File: config.mk
export PLATFORM = sky130hd
export DESIGN_NAME = down_counter
export DESIGN_NICKNAME = d
export VERILOG_FILES = /design/src/rtl/down_counter.sv
export SDC_FILE = /design/constraint.sdc
export NUM_CORES = 1
export LEC_CHECK = 0
export ABC_AREA = 1
export BUFFER_PORTS_ARGS = -buffer_cell sky130_fd_sc_hd__buf_4
export CELL_PAD_IN_SITES_DETAIL_PLACEMENT = 0
export CELL_PAD_IN_SITES_GLOBAL_PLACEMENT = 1
export CORE_MARGIN = 2
export CORE_UTILIZATION = 39
export CTS_BUF_LIST = sky130_fd_sc_hd__clkbuf_4
export DETAILED_ROUTE_END_ITERATION = 6
export PLACE_DENSITY = 0.91
export SETUP_SLACK_MARGIN = 0.1
export SLEW_MARGIN = 20
export SYNTH_ARGS = -nofsm -noshare
export SYNTH_HDL_FRONTEND = slang
export SYNTH_SLANG_ARGS = --single-unit
File: constraint.sdc
create_clock -name clk -period 1.5 [get_ports clk]
set_input_delay 0.3 -clock clk [delete_from_list [all_inputs] [get_ports clk]]
set_output_delay 0.3 -clock clk [all_outputs]
set_load 0.005 [all_outputs]
File: src/rtl/down_counter.sv
// down_counter: loadable, programmable down counter with terminal-count pulse.
// It counts from a loaded value to zero and supports one-shot or periodic
// (auto-reload) operation. It runs in the same clock domain as the 4-bit up counter.
//
// Ports:
//   clk          system clock, rising edge
//   reset        asynchronous active-low reset
//   load         synchronous load strobe (highest priority)
//   load_value   value captured into counter and reload register on load
//   start        single-cycle start request (honoured only in IDLE with counter != 0)
//   enable       count enable while running
//   auto_reload  1 = periodic, 0 = one-shot; sampled at each terminal event
//   counter      current count (registered)
//   tc           one-cycle terminal-count pulse (registered)
//   busy         high while counting (RUN)
//   done         high after a one-shot has expired (DONE)
module down_counter #(
    parameter int unsigned WIDTH = 4
) (
    input  logic             clk,
    input  logic             reset,
    input  logic             load,
    input  logic [WIDTH-1:0] load_value,
    input  logic             start,
    input  logic             enable,
    input  logic             auto_reload,
    output logic [WIDTH-1:0] counter,
    output logic             tc,
    output logic             busy,
    output logic             done
);

    typedef enum logic [1:0] {
        IDLE = 2'd0,
        RUN  = 2'd1,
        DONE = 2'd2
    } state_t;

    state_t           state;
    state_t           state_nx;
    logic [WIDTH-1:0] reload_reg;
    logic [WIDTH-1:0] reload_nx;
    logic [WIDTH-1:0] counter_nx;
    logic             tc_nx;

    // State and output registers; busy/done follow the next state so they
    // are valid on the same edge the state changes.
    always_ff @(posedge clk or negedge reset) begin
        if (!reset) begin
            state      <= IDLE;
            counter    <= '0;
            reload_reg <= '0;
            tc         <= 1'b0;
            busy       <= 1'b0;
            done       <= 1'b0;
        end else begin
            state      <= state_nx;
            counter    <= counter_nx;
            reload_reg <= reload_nx;
            tc         <= tc_nx;
            busy       <= (state_nx == RUN);
            done       <= (state_nx == DONE);
        end
    end

    // Next-state and next-output logic; load overrides everything else.
    always_comb begin
        state_nx   = state;
        counter_nx = counter;
        reload_nx  = reload_reg;
        tc_nx      = 1'b0;

        if (load) begin
            counter_nx = load_value;
            reload_nx  = load_value;
            state_nx   = IDLE;
        end else begin
            case (state)
                IDLE: begin
                    if (start && (counter != '0)) begin
                        state_nx = RUN;
                    end
                end
                RUN: begin
                    if (enable) begin
                        if (counter == WIDTH'(1)) begin
                            tc_nx = 1'b1;
                            if (auto_reload) begin
                                counter_nx = reload_reg;
                            end else begin
                                counter_nx = '0;
                                state_nx   = DONE;
                            end
                        end else if (counter != '0) begin
                            // Zero guard keeps the count from wrapping to all-ones.
                            counter_nx = counter - WIDTH'(1);
                        end
                    end
                end
                DONE: begin
                    counter_nx = '0;
                end
                default: begin
                    state_nx = IDLE;
                end
            endcase
        end
    end

endmodule
== Word level (Yosys, flattened, before mapping) ==
Cells that the tools add are included.
Storage, ports and cells
  register bits after elaboration: 13
  bits in latches: 0
  memory bits (writable): 0
  bits in read-only memories: 0
  input port bits: 10
  output and inout bits: 7
  word-level logic and storage cells: 35
  memories kept: 0
Cells by class
  add/sub/neg operators: 1
  multipliers: 0
  div/mod/pow operators: 0
  magnitude comparators: 0
  equal/unequal tests: 7
  shift operators: 0
  mux-type cells: 16
  bitwise gates (word level): 0
  reductions and logical operators: 5
Operator list (number)
  4-bit two-way mux: 5
  2-bit two-way mux: 5
  4-bit case mux with 2 select lines: 1
  2-bit case mux with 3 select lines: 1
  2-bit by 1-bit == test with 1-bit output, second input constant: 2
  2-bit == test, second input constant: 2
  4-bit by 1-bit == test with 1-bit output, second input constant: 1
  1-bit two-way mux: 4
  4-bit inequality test, second input constant: 1
  4-bit nonzero test: 1
  4-bit by 1-bit subtractor with 4-bit output, second input constant: 1
  3-bit inequality test, second input constant: 1
  3-bit AND reduction: 1
  3-bit nonzero test: 1
  2-bit logical NOT: 1
  1-bit logical AND: 1

== Depth between registers and ports, before layout ==
Gate-level depths: netlist of run 1.
  depth after elaboration: 6
  mapped depth: 10
  gate-level depth less buffers: 10

== Worst setup path after synthesis of run 1 ==
Ideal clock, no wire load.
  path kind: flip-flop to flip-flop
  start point: register counter[1]
  end point: register done
  setup time: 95 ps
  arrival time: 1213 ps
  data required time: 1405 ps
  path slack: 191 ps
  cell stages (with the launch flop): 7
  buffers on the path: 0
  clock period less this slack: 1309 ps
  path through: dfrtp_1 -> inv_1 -> ha_1 -> nand2_2 -> nor3_4 -> nand2_1 -> o31ai_1
Between the ends
  word-level cells in the longest chain between the ends: 6
  elaborated cells on any way between the ends: 9
  those cells by class: eq/ne: 2; mux: 5; reduce/logical: 2
RTL lines
  start, declared: line 27  | output logic [WIDTH-1:0] counter,
  start signal, assigned: line 58  | counter <= counter_nx;
  4-bit by 1-bit == test with 1-bit output / 4-bit nonzero test (equally long branches): line 86, 80
  2-bit two-way mux / 1-bit logical AND (equally long branches): line 86, 80
  2-bit two-way mux (on tied branches): line 85, 80
  2-bit case mux with 3 select lines *: line 78  | case (state)
  2-bit two-way mux *: line 73  | if (load) begin
  2-bit == test *: line 62  | done <= (state_nx == DONE);
  end signal, assigned: line 62
  end, declared: line 30  | output logic done
Mark *: on every way between the ends. The rest lies on a longest branch, timed or not.
A chain may end at the register's enable or synchronous reset.

== Worst setup path in the final report of run 1 ==
  start point: register counter[2]
  end point: register counter[1]
Between the ends
  word-level cells in the longest chain between the ends: 5
  elaborated cells on any way between the ends: 8
  those cells by class: eq/ne: 2; mux: 4; reduce/logical: 2
RTL lines
  4-bit by 1-bit == test with 1-bit output: line 86  | if (counter == WIDTH'(1)) begin
  4-bit two-way mux: line 86
  4-bit two-way mux: line 85  | if (enable) begin
  4-bit case mux with 2 select lines: line 78
  4-bit two-way mux: line 73
Several ways; a longest one is shown, not always the timed one. The select of a mux whose other input is x is not followed.

==> results of run 1 <==
[area by class of cell]
cell class | count | area (sq um) | area share (%)
flip-flops and latches | 13 | 326.6 | 33.00
well taps | 25 | 31.28 | 3.161
clock buffers | 4 | 30.03 | 3.034
repair buffers | 19 | 157.7 | 15.93
multi-input cells | 64 | 391.6 | 39.57
inverters | 14 | 52.55 | 5.310
[cell usage in the layout (no fill, tap or decap), types with 2 or more instances in the layout]
| master | instances |
|---|---|
| nand2_1 | 29 |
| buf_4 | 17 |
| dfrtp_1 | 12 |
| nand3_1 | 11 |
| inv_1 | 10 |
| inv_2 | 4 |
| o21ai_0 | 4 |
| clkbuf_4 | 4 |
| nand2_4 | 3 |
| o21ai_1 | 3 |
| o22ai_1 | 2 |
| o31ai_1 | 2 |
| ha_4 | 2 |
[per-layer routing]
| metal | share of wire (%) | up-vias | global-route usage, % |
|---|---|---|---|
| met5 | 0 | - | 0 |
| met1 | 46 | 303 | 21.36 |
| met2 | 48 | 15 | 26.67 |
| met3 | 3.5 | 5 | 2.264 |
| li1 | - | 338 | - |
| met4 | 3.1 | 0 | 11.35 |
[cells by family after synthesis]
family / Yosys count
AO/OA/AOI/OAI: 13
adder cells (fa/ha/maj): 2
buffers and inverters: 15
flip-flops: 13
AND/OR/NAND/NOR: 49
[worst reg2reg max path, cell delays in order, from the launching register on]
cell and delay, ns:
dfrtp_1 0.45, nor2_4 0.24, nand2_4 0.10, o21ai_4 0.18, nand2_4 0.09, nand2_1 0.08, o21ai_1 0.06
[timing repair]
action	in CTS	in global routing
gates cloned	0	0
hold endpoints to repair	13	0
pin swaps	0	1
resized for setup	1	7
endpoints found under the setup margin	7	8
hold buffers	1	0
setup buffers	0	2
[final timing paths]
kind                       cells past startpoint  slack (ns)            end     startpoint
setup / recovery                               6        0.19     counter[1]     counter[2]
hold / removal                                 3        0.25  reload_reg[3]  load_value[3]
setup reg to reg                               6        0.19     counter[1]     counter[2]
hold reg to reg                                2        0.53  reload_reg[2]  reload_reg[2]
max in group asynchronous                      2        0.92     counter[0]          reset
min in group asynchronous                      2        0.40  reload_reg[0]          reset
[through the flow]
step | setup slack, ns | area [sq um] | hold WS, ns
floorplan | 0.1913 | 744.5 | 0.004409
global placement | 0.09578 | 890.9 | 0.1529
detailed placement | 0.07530 | 890.9 | 0.1545
CTS | 0.09076 | 933.4 | 0.2471
global route | 0.1083 | 989.7 | 0.2709
finish | 0.1890 | 989.7 | 0.2452
[where the power goes]
group / internal, W / switching, W
combinational: 0.000284 / 0.000331
sequential: 0.000413 / 0.0000712
clock: 0.000122 / 0.000120
total: 0.000819 / 0.000522
==> flow_metrics.tcl, run 1 <==
set metrics [dict create \
    seq_area_frac_synth_pct 43.70 \
    boundaryPins 17 \
    tritoncts "yes" \
    end_kind "register" \
    fin_skew_ns 0.002655 \
    synth-main-ff-cell "dfrtp_1" \
    track_usage_pct 16.89 \
    finalCriticalPeriod_ns 1.311 \
    finalNetCount 127 \
    drive_gt1_share_pct 32.46 \
    synth_warnings 0 \
    synth_compound_area_share_pct 12.77 \
    insertion_delay_ns 0.29 \
    muxShareOfSynthArea_pct 0 \
    slowest_stage "dfrtp_1" \
    cp.required_ns 1.68 \
    crit_arrival_ns 1.49 \
    clock_sinks 13 \
    num_vias 661 \
    netlist_area_sq_um 744.5 \
    syn_nets 104 \
    ir_drop_mv 0.6561 \
    synthCells 92 \
    drtPass1Iterations 4 \
    hold_class "input pin to register" \
    area_growth_pct 32.94 \
    fin_util_pct 56.10 \
    clk_path_buf_depth 2 \
    maxCapViolCount 0 \
    post-synth-top-count-cell "nand2_1" \
    p_total_w 0.001341 \
    post-route-period-util_pct 87.40 \
    synth_top_family_by_area "simple AND/OR/NAND/NOR gates" \
    crit_family "simple AND/OR/NAND/NOR gates" \
    fp.coreArea_sq_mm 0.001764 \
    antenna_cells 0 \
    final_cells 139 \
    dp.cells 132 \
    wire_per_inst_um 11.24 \
    postRouteAntennaNets 0 \
    rows 15 \
    antenna_found_initial 0 \
    yosysTopAreaCellShare_pct 43.70 \
    fmax_ghz 0.7628 \
    h-tree-depth 1 \
    drv_slew 0 \
    io_buffer_count 16 \
    overflow 0 \
    yosys.area_share.xor_xnor_pct 0 \
    hold_viol_final 0 \
    drtIter0Drc 15 \
    path_buf_inv 0 \
    worstMarginPinSlew_ns 0.2566 \
    synthAdderAreaFrac_pct 3.361 \
    start_util_pct 42.20 \
    finalSetupTns_ns 0 \
    yosys-top-cells-count "nand2_1, dfrtp_1, inv_1" \
    rsz0062_at_grt "no" \
    syn_avg_cell_area_sq_um 8.092 \
    ys_types 21 \
    yosysTopAreaCell "dfrtp_1" \
    setup_viol 0 \
    root_buffer "clkbuf_4" \
    die_h_um 47.69 \
    cp_max_fo 7 \
    die_w_um 47.69 \
    critical_path.most_common_cell "nand2_4" \
    path_class "register to register" \
    clkTransAtPathRegs_ns 0.08 \
    gp_congestion 0.8847 \
    status "finished clean" \
    grt_pass1_wl_mm 2.559 \
    cts_buffers 3 \
    synth-edff-count 0 \
    crit_path_cell_trace "nor2_4, nand2_4, o21ai_4, nand2_4, nand2_1, o21ai_1" \
    start_kind "register" \
    ys_ff_latch 13 \
    viasPerCell 4.755 \
    max-slew-margin-rel_pct 82.75 \
    ys_async_sr_fraction_pct 100.0 \
    grt_pass1_vias 594 \
    wl_mm 1.562 \
    slowest_delay_ns 0.45 \
    synth.area.top_cells "dfrtp_1, nand2_1, nand3_1" \
    power.density_mw_per_mm2 1355 \
    p_leak_nw 0.5039 \
    dieArea_sq_mm 0.002274 \
    grt_max_degree 15 \
    drcViolationCount 0 \
    nFillCells 181 \
    synth-simple-area-share_pct 32.44 \
]
(Power assumes the default switching activity.)
==> run 2: changes to the inputs <==
--- a/config.mk
+++ b/config.mk
@@ -10,10 +10,10 @@
 export CELL_PAD_IN_SITES_DETAIL_PLACEMENT = 0
 export CELL_PAD_IN_SITES_GLOBAL_PLACEMENT = 1
 export CORE_MARGIN = 2
-export CORE_UTILIZATION = 39
+export CORE_UTILIZATION = 30
 export CTS_BUF_LIST = sky130_fd_sc_hd__clkbuf_4
 export DETAILED_ROUTE_END_ITERATION = 6
-export PLACE_DENSITY = 0.91
+export PLACE_DENSITY = 0.75
 export SETUP_SLACK_MARGIN = 0.1
 export SLEW_MARGIN = 20
 export SYNTH_ARGS = -nofsm -noshare
==> run 2 against run 1 <==
  * Power grew 0.71%
  * Final cell count grew 5.0%
  * Core utilization shrank 14 points
  * Setup slack gained 0.0018 ns
  * Global-route usage shrank 4.9 points
  * Largest cell class unchanged
==> flow_metrics.tcl, run 2 (synthesis results as in run 1) <==
set metrics [dict create \
    dieArea_sq_mm 0.002896 \
    rsz0062_at_grt "no" \
    slowest_stage "dfrtp_2" \
    p_leak_nw 0.5058 \
    grt_max_degree 15 \
    final_cell_area_sq_mm 0.001006 \
    setup_viol 0 \
    drtPass1Iterations 4 \
    layout_commonest_cell "nand2_1" \
    drv_slew 0 \
    r2r_start "counter[0]" \
    grt_pass1_wl_mm 2.442 \
    die_h_um 53.82 \
    finalNetCount 129 \
    maxCapViolCount 0 \
    drcViolationCount 0 \
    fp.coreArea_sq_mm 0.002410 \
    crit_path_cell_trace "inv_2, ha_4, nand2_4, o21ai_4, nand2_4, nand2_1, o21ai_1" \
    layout_common_cells "nand2_1, buf_4, dfrtp_1" \
    end_kind "register" \
    h-tree-depth 1 \
    clkTransAtPathRegs_ns 0.08 \
    path_class "register to register" \
    dp.cells 137 \
    tritoncts "yes" \
    clk_path_buf_depth 2 \
    cp.required_ns 1.66 \
    post-route-period-util_pct 87.28 \
    start_kind "register" \
    worstMarginPinSlew_ns 0.2565 \
    overflow 0 \
    insertion_delay_ns 0.27 \
    wire_per_inst_um 10.30 \
    final_cells 146 \
    grt_pass1_vias 570 \
    crit_family "flip-flops" \
    status "finished clean" \
    boundaryPins 17 \
    cp_max_fo 6 \
    postRouteAntennaNets 0 \
    rrSetupSlack_ns 0.19 \
    track_usage_pct 11.97 \
    viasPerCell 4.527 \
    power.density_mw_per_mm2 1343 \
    worstHoldPathCells 3 \
    fmax_ghz 0.7638 \
    dpl.hpwl_mm 1.156 \
    root_buffer "clkbuf_4" \
    hold_viol_final 0 \
    slowest_delay_ns 0.45 \
    path_buf_inv 1 \
    area_growth_pct 35.13 \
    antenna_found_initial 0 \
    num_vias 661 \
    io_buffer_count 16 \
    antenna_cells 0 \
    fin_skew_ns 0.001905 \
    finalSetupTns_ns 0 \
    r2r-end "counter[1]" \
    cts_buffers 3 \
    crit_arrival_ns 1.47 \
    hold_path_end "reload_reg[2]" \
    critical_path.most_common_cell "nand2_4" \
    die_w_um 53.82 \
    clock_sinks 13 \
    start_util_pct 30.89 \
    finalCriticalPeriod_ns 1.309 \
    wl_mm 1.504 \
    holdCritStartpoint "load_value[2]" \
    rows 18 \
    drive_gt1_share_pct 33.62 \
    gp_congestion 0.8113 \
    hold_class "input pin to register" \
    max-slew-margin-rel_pct 82.86 \
    drtIter0Drc 10 \
    reg2reg_depth 7 \
    dpl_cell_area_sq_um 897.1 \
    ir_drop_mv 0.5723 \
]
## run 2: routing by layer
metal	global-route usage [%]	share of wire, %
met1	15.72	46
met2	17.68	48
met3	1.667	3.7
met4	8.974	1.8
met5	0	0
## run 2: layout make-up
| type | instances | area, sq um |
|---|---|---|
| Fill cell | 241 | 1404 |
| Multi-Input combinational cell | 64 | 386.6 |
| Sequential cell | 13 | 326.6 |
| Timing Repair Buffer | 21 | 172.7 |
| Inverter | 14 | 52.55 |
| Tap cell | 30 | 37.54 |
| Clock buffer | 4 | 30.03 |
## run 2: how the worst max path moves through the flow
stage | start | slack, ns | depth (start not counted) | endpoint
after global placement | counter[1] | 0.09 | 6 | state[1]
after global routing | counter[0] | 0.1 | 7 | counter[0]
after detailed placement | counter[1] | 0.06 | 6 | state[1]
final | counter[0] | 0.19 | 7 | counter[1]
after CTS | counter[0] | 0.11 | 7 | counter[1]
after floorplan | counter[1] | 0.19 | 6 | done
## run 2: worst min-delay path, cell delays in order
cell     delay [ns]
buf_4          0.08
nand2_1        0.06
o21ai_0        0.07
## run 2: repair_timing
action,4_1_cts,5_1_grt
setup buffers,0,4
gates cloned,0,0
setup endpoints to repair,7,8
pin swaps,0,2
hold buffers,1,0
hold endpoints to repair,13,0
resized for setup,2,5
## run 2: stage by stage
| step | total power [W] | hold WS (ns) | util [%] | worst slack (ns) |
|---|---|---|---|---|
| after floorplan | 0.0008245 | 0.004409 | - | 0.1913 |
| after global placement | 0.0009955 | 0.1550 | 37.23 | 0.09238 |
| after detailed placement | 0.0009938 | 0.1548 | 37.23 | 0.06252 |
| after CTS | 0.001243 | 0.2688 | 39.10 | 0.1139 |
| after global routing | 0.001465 | 0.2837 | 41.74 | 0.09875 |
| final | 0.001351 | 0.2738 | 41.74 | 0.1907 |
## run 2: power by group
group          internal [W]  total, W  switching, W
Clock              0.000121  0.000236      0.000115
Combinational      0.000307  0.000631      0.000324
Sequential         0.000413  0.000485     0.0000716
==> run 3: changes to the inputs <==
--- a/config.mk
+++ b/config.mk
@@ -9,7 +9,7 @@
 export BUFFER_PORTS_ARGS = -buffer_cell sky130_fd_sc_hd__buf_4
 export CELL_PAD_IN_SITES_DETAIL_PLACEMENT = 0
 export CELL_PAD_IN_SITES_GLOBAL_PLACEMENT = 1
-export CORE_MARGIN = 2
+export CORE_MARGIN = 10
 export CORE_UTILIZATION = 30
 export CTS_BUF_LIST = sky130_fd_sc_hd__clkbuf_4
 export DETAILED_ROUTE_END_ITERATION = 6
==> run 3 against run 2 <==
  * Global-route usage fell by 5.0 points
  * Fmax fell by 0.25%
  * Routed wire length rose by 9.6%
  * Final area fell by 1.2%
  * Setup slack got worse by 0.0033 ns
  * Sequential share of layout area rose by 0.53 points
  * Count of clock-buffer cells in the layout did not move
  * Clock power barely moved
  * First-iteration DRC count rose by 130%
  * Sequential power barely moved
  * Via count fell by 1.5%
  * Largest cell class unchanged
  * Largest power group unchanged
  * Highest routed layer unchanged
==> flow_metrics.tcl, run 3 (synthesis results as in run 1) <==
set metrics [dict create \
    drcViolationCount 0 \
    critical_path.most_common_cell "nand2_4" \
    p_clk_share_pct 17.2 \
    layout_common_cells "nand2_1, buf_4, nand3_1, dfrtp_1, inv_1" \
    clkTransAtPathRegs_ns 0.08 \
    fp.coreArea_sq_mm 0.002297 \
    pre_cts_ws_ns 0.03136 \
    wl_mm 1.649 \
    ir_drop_mv 0.5015 \
    tritoncts "yes" \
    boundaryPins 17 \
    wire_per_inst_um 11.53 \
    antenna_cells 0 \
    dp.cells 135 \
    die_h_um 69.82 \
    hold_path_end "reload_reg[1]" \
    io_buffer_count 16 \
    postRouteAntennaNets 0 \
    dieArea_sq_mm 0.004874 \
    layout_commonest_cell "nand2_1" \
    slowest_stage "dfrtp_2" \
    start_kind "register" \
    startpoint "counter[2]" \
    dpl_cell_area_sq_um 894.6 \
    max-slew-margin-rel_pct 82.83 \
    insertion_delay_ns 0.27 \
    intPower_w 0.0008289 \
    rrSetupSlack_ns 0.19 \
    finalNetCount 128 \
    viasPerCell 4.552 \
    fin_skew_ns 0.001976 \
    r2r-end "counter[1]" \
    status "finished clean" \
    h-tree-depth 1 \
    num_vias 651 \
    finalSetupTns_ns 0 \
    setup_viol 0 \
    holdCritStartpoint "load_value[1]" \
    end_kind "register" \
    p_total_w 0.001350 \
    grt_pass1_vias 656 \
    crit_path_cell_trace "nor2_4, nand2_4, o21ai_4, nand2_4, nand2_1, o21ai_1" \
    swShare_pct 38.60 \
    slowest_delay_ns 0.46 \
    cp_max_fo 7 \
    finalCriticalPeriod_ns 1.313 \
    drv_slew 0 \
    path_class "register to register" \
    rsz0062_at_grt "yes" \
    drtIter0Drc 23 \
    worstMarginPinSlew_ns 0.2570 \
    drive_gt1_share_pct 34.78 \
    antenna_found_initial 0 \
    r2r_start "counter[2]" \
    area_growth_pct 33.45 \
    worstHoldPathCells 3 \
    dpl.hpwl_mm 1.298 \
    crit_arrival_ns 1.47 \
    switchingPower_w 0.0005211 \
    hold_class "input pin to register" \
    cp.required_ns 1.66 \
    hold_viol_final 0 \
    comb_power_share_pct 46.8 \
    gp_congestion 0.7810 \
    track_usage_pct 6.928 \
    power.density_mw_per_mm2 1359 \
    final_cells 143 \
    die_w_um 69.82 \
    setup_slack_ns 0.1874 \
    rows 17 \
    pwr-share-seq_pct 35.9 \
    grt_max_degree 15 \
    fmax_ghz 0.7619 \
    cts_buffers 3 \
    final_cell_area_sq_um 993.5 \
    drtPass1Iterations 4 \
    maxCapViolCount 0 \
    post-route-period-util_pct 87.51 \
    root_buffer "clkbuf_4" \
    overflow 0 \
    p_leak_nw 0.5041 \
    start_util_pct 32.41 \
    clk_path_buf_depth 2 \
    clock_sinks 13 \
    grt_pass1_wl_mm 2.877 \
    reg2reg_depth 6 \
]
run 3: timing repair:
item | CTS | global route
hold buffers | 1 | 0
setup buffers | 0 | 3
endpoints found under the setup margin | 8 | 8
endpoints found under the hold margin | 13 | 0
resized for setup | 1 | 10
pin swaps | 0 | 3
run 3: power groups by stage:
| stage | logic [W] | registers [W] | clock network (W) |
|---|---|---|---|
| floorplan | 0.000344 | 0.000480 | 0 |
| global placement | 0.000520 | 0.000484 | 0 |
| detailed placement | 0.000513 | 0.000488 | 0 |
| CTS | 0.000522 | 0.000481 | 0.000239 |
| global route | 0.000711 | 0.000497 | 0.000260 |
| finish | 0.000632 | 0.000485 | 0.000233 |
run 3: layer usage:
metal / up-vias / wire length, um / track usage, %
met4: 0 / 37 / 3.913
met5: - / 0 / 0
li1: 343 / - / -
met3: 4 / 80 / 2.425
met2: 13 / 794 / 11.19
met1: 291 / 737 / 7.655
run 3: worst max path at each step:
stage,to,depth (start not counted)
2_1_floorplan,done,6
3_3_place_gp,done,6
3_5_place_dp,done,6
4_1_cts,counter[1],7
5_1_grt,counter[0],6
6_report,counter[1],6
run 3: metrics by stage:
step                utilization, %  hold WS, ns
floorplan                        -     0.004409
global placement             38.94       0.1548
detailed placement           38.94       0.1541
CTS                          40.80       0.2701
global route                 43.25       0.2883
finish                       43.25       0.2648
run 3: final cells by class:
class                   count  area (sq um)
clock buffers               4         30.03
fillers                   245          1304
repair buffers             20         156.4
well taps                  28         35.03
inverters                  14         52.55
multi-input cells          64         391.6
flip-flops and latches     13         327.8
run 3: critical path: cells and delay by family, from the launching register on:
kind / cells / cell delay [ns]
and+or+nand+nor: 4 / 0.51
AOI/OAI and AO/OA: 2 / 0.23
DFF: 1 / 0.46
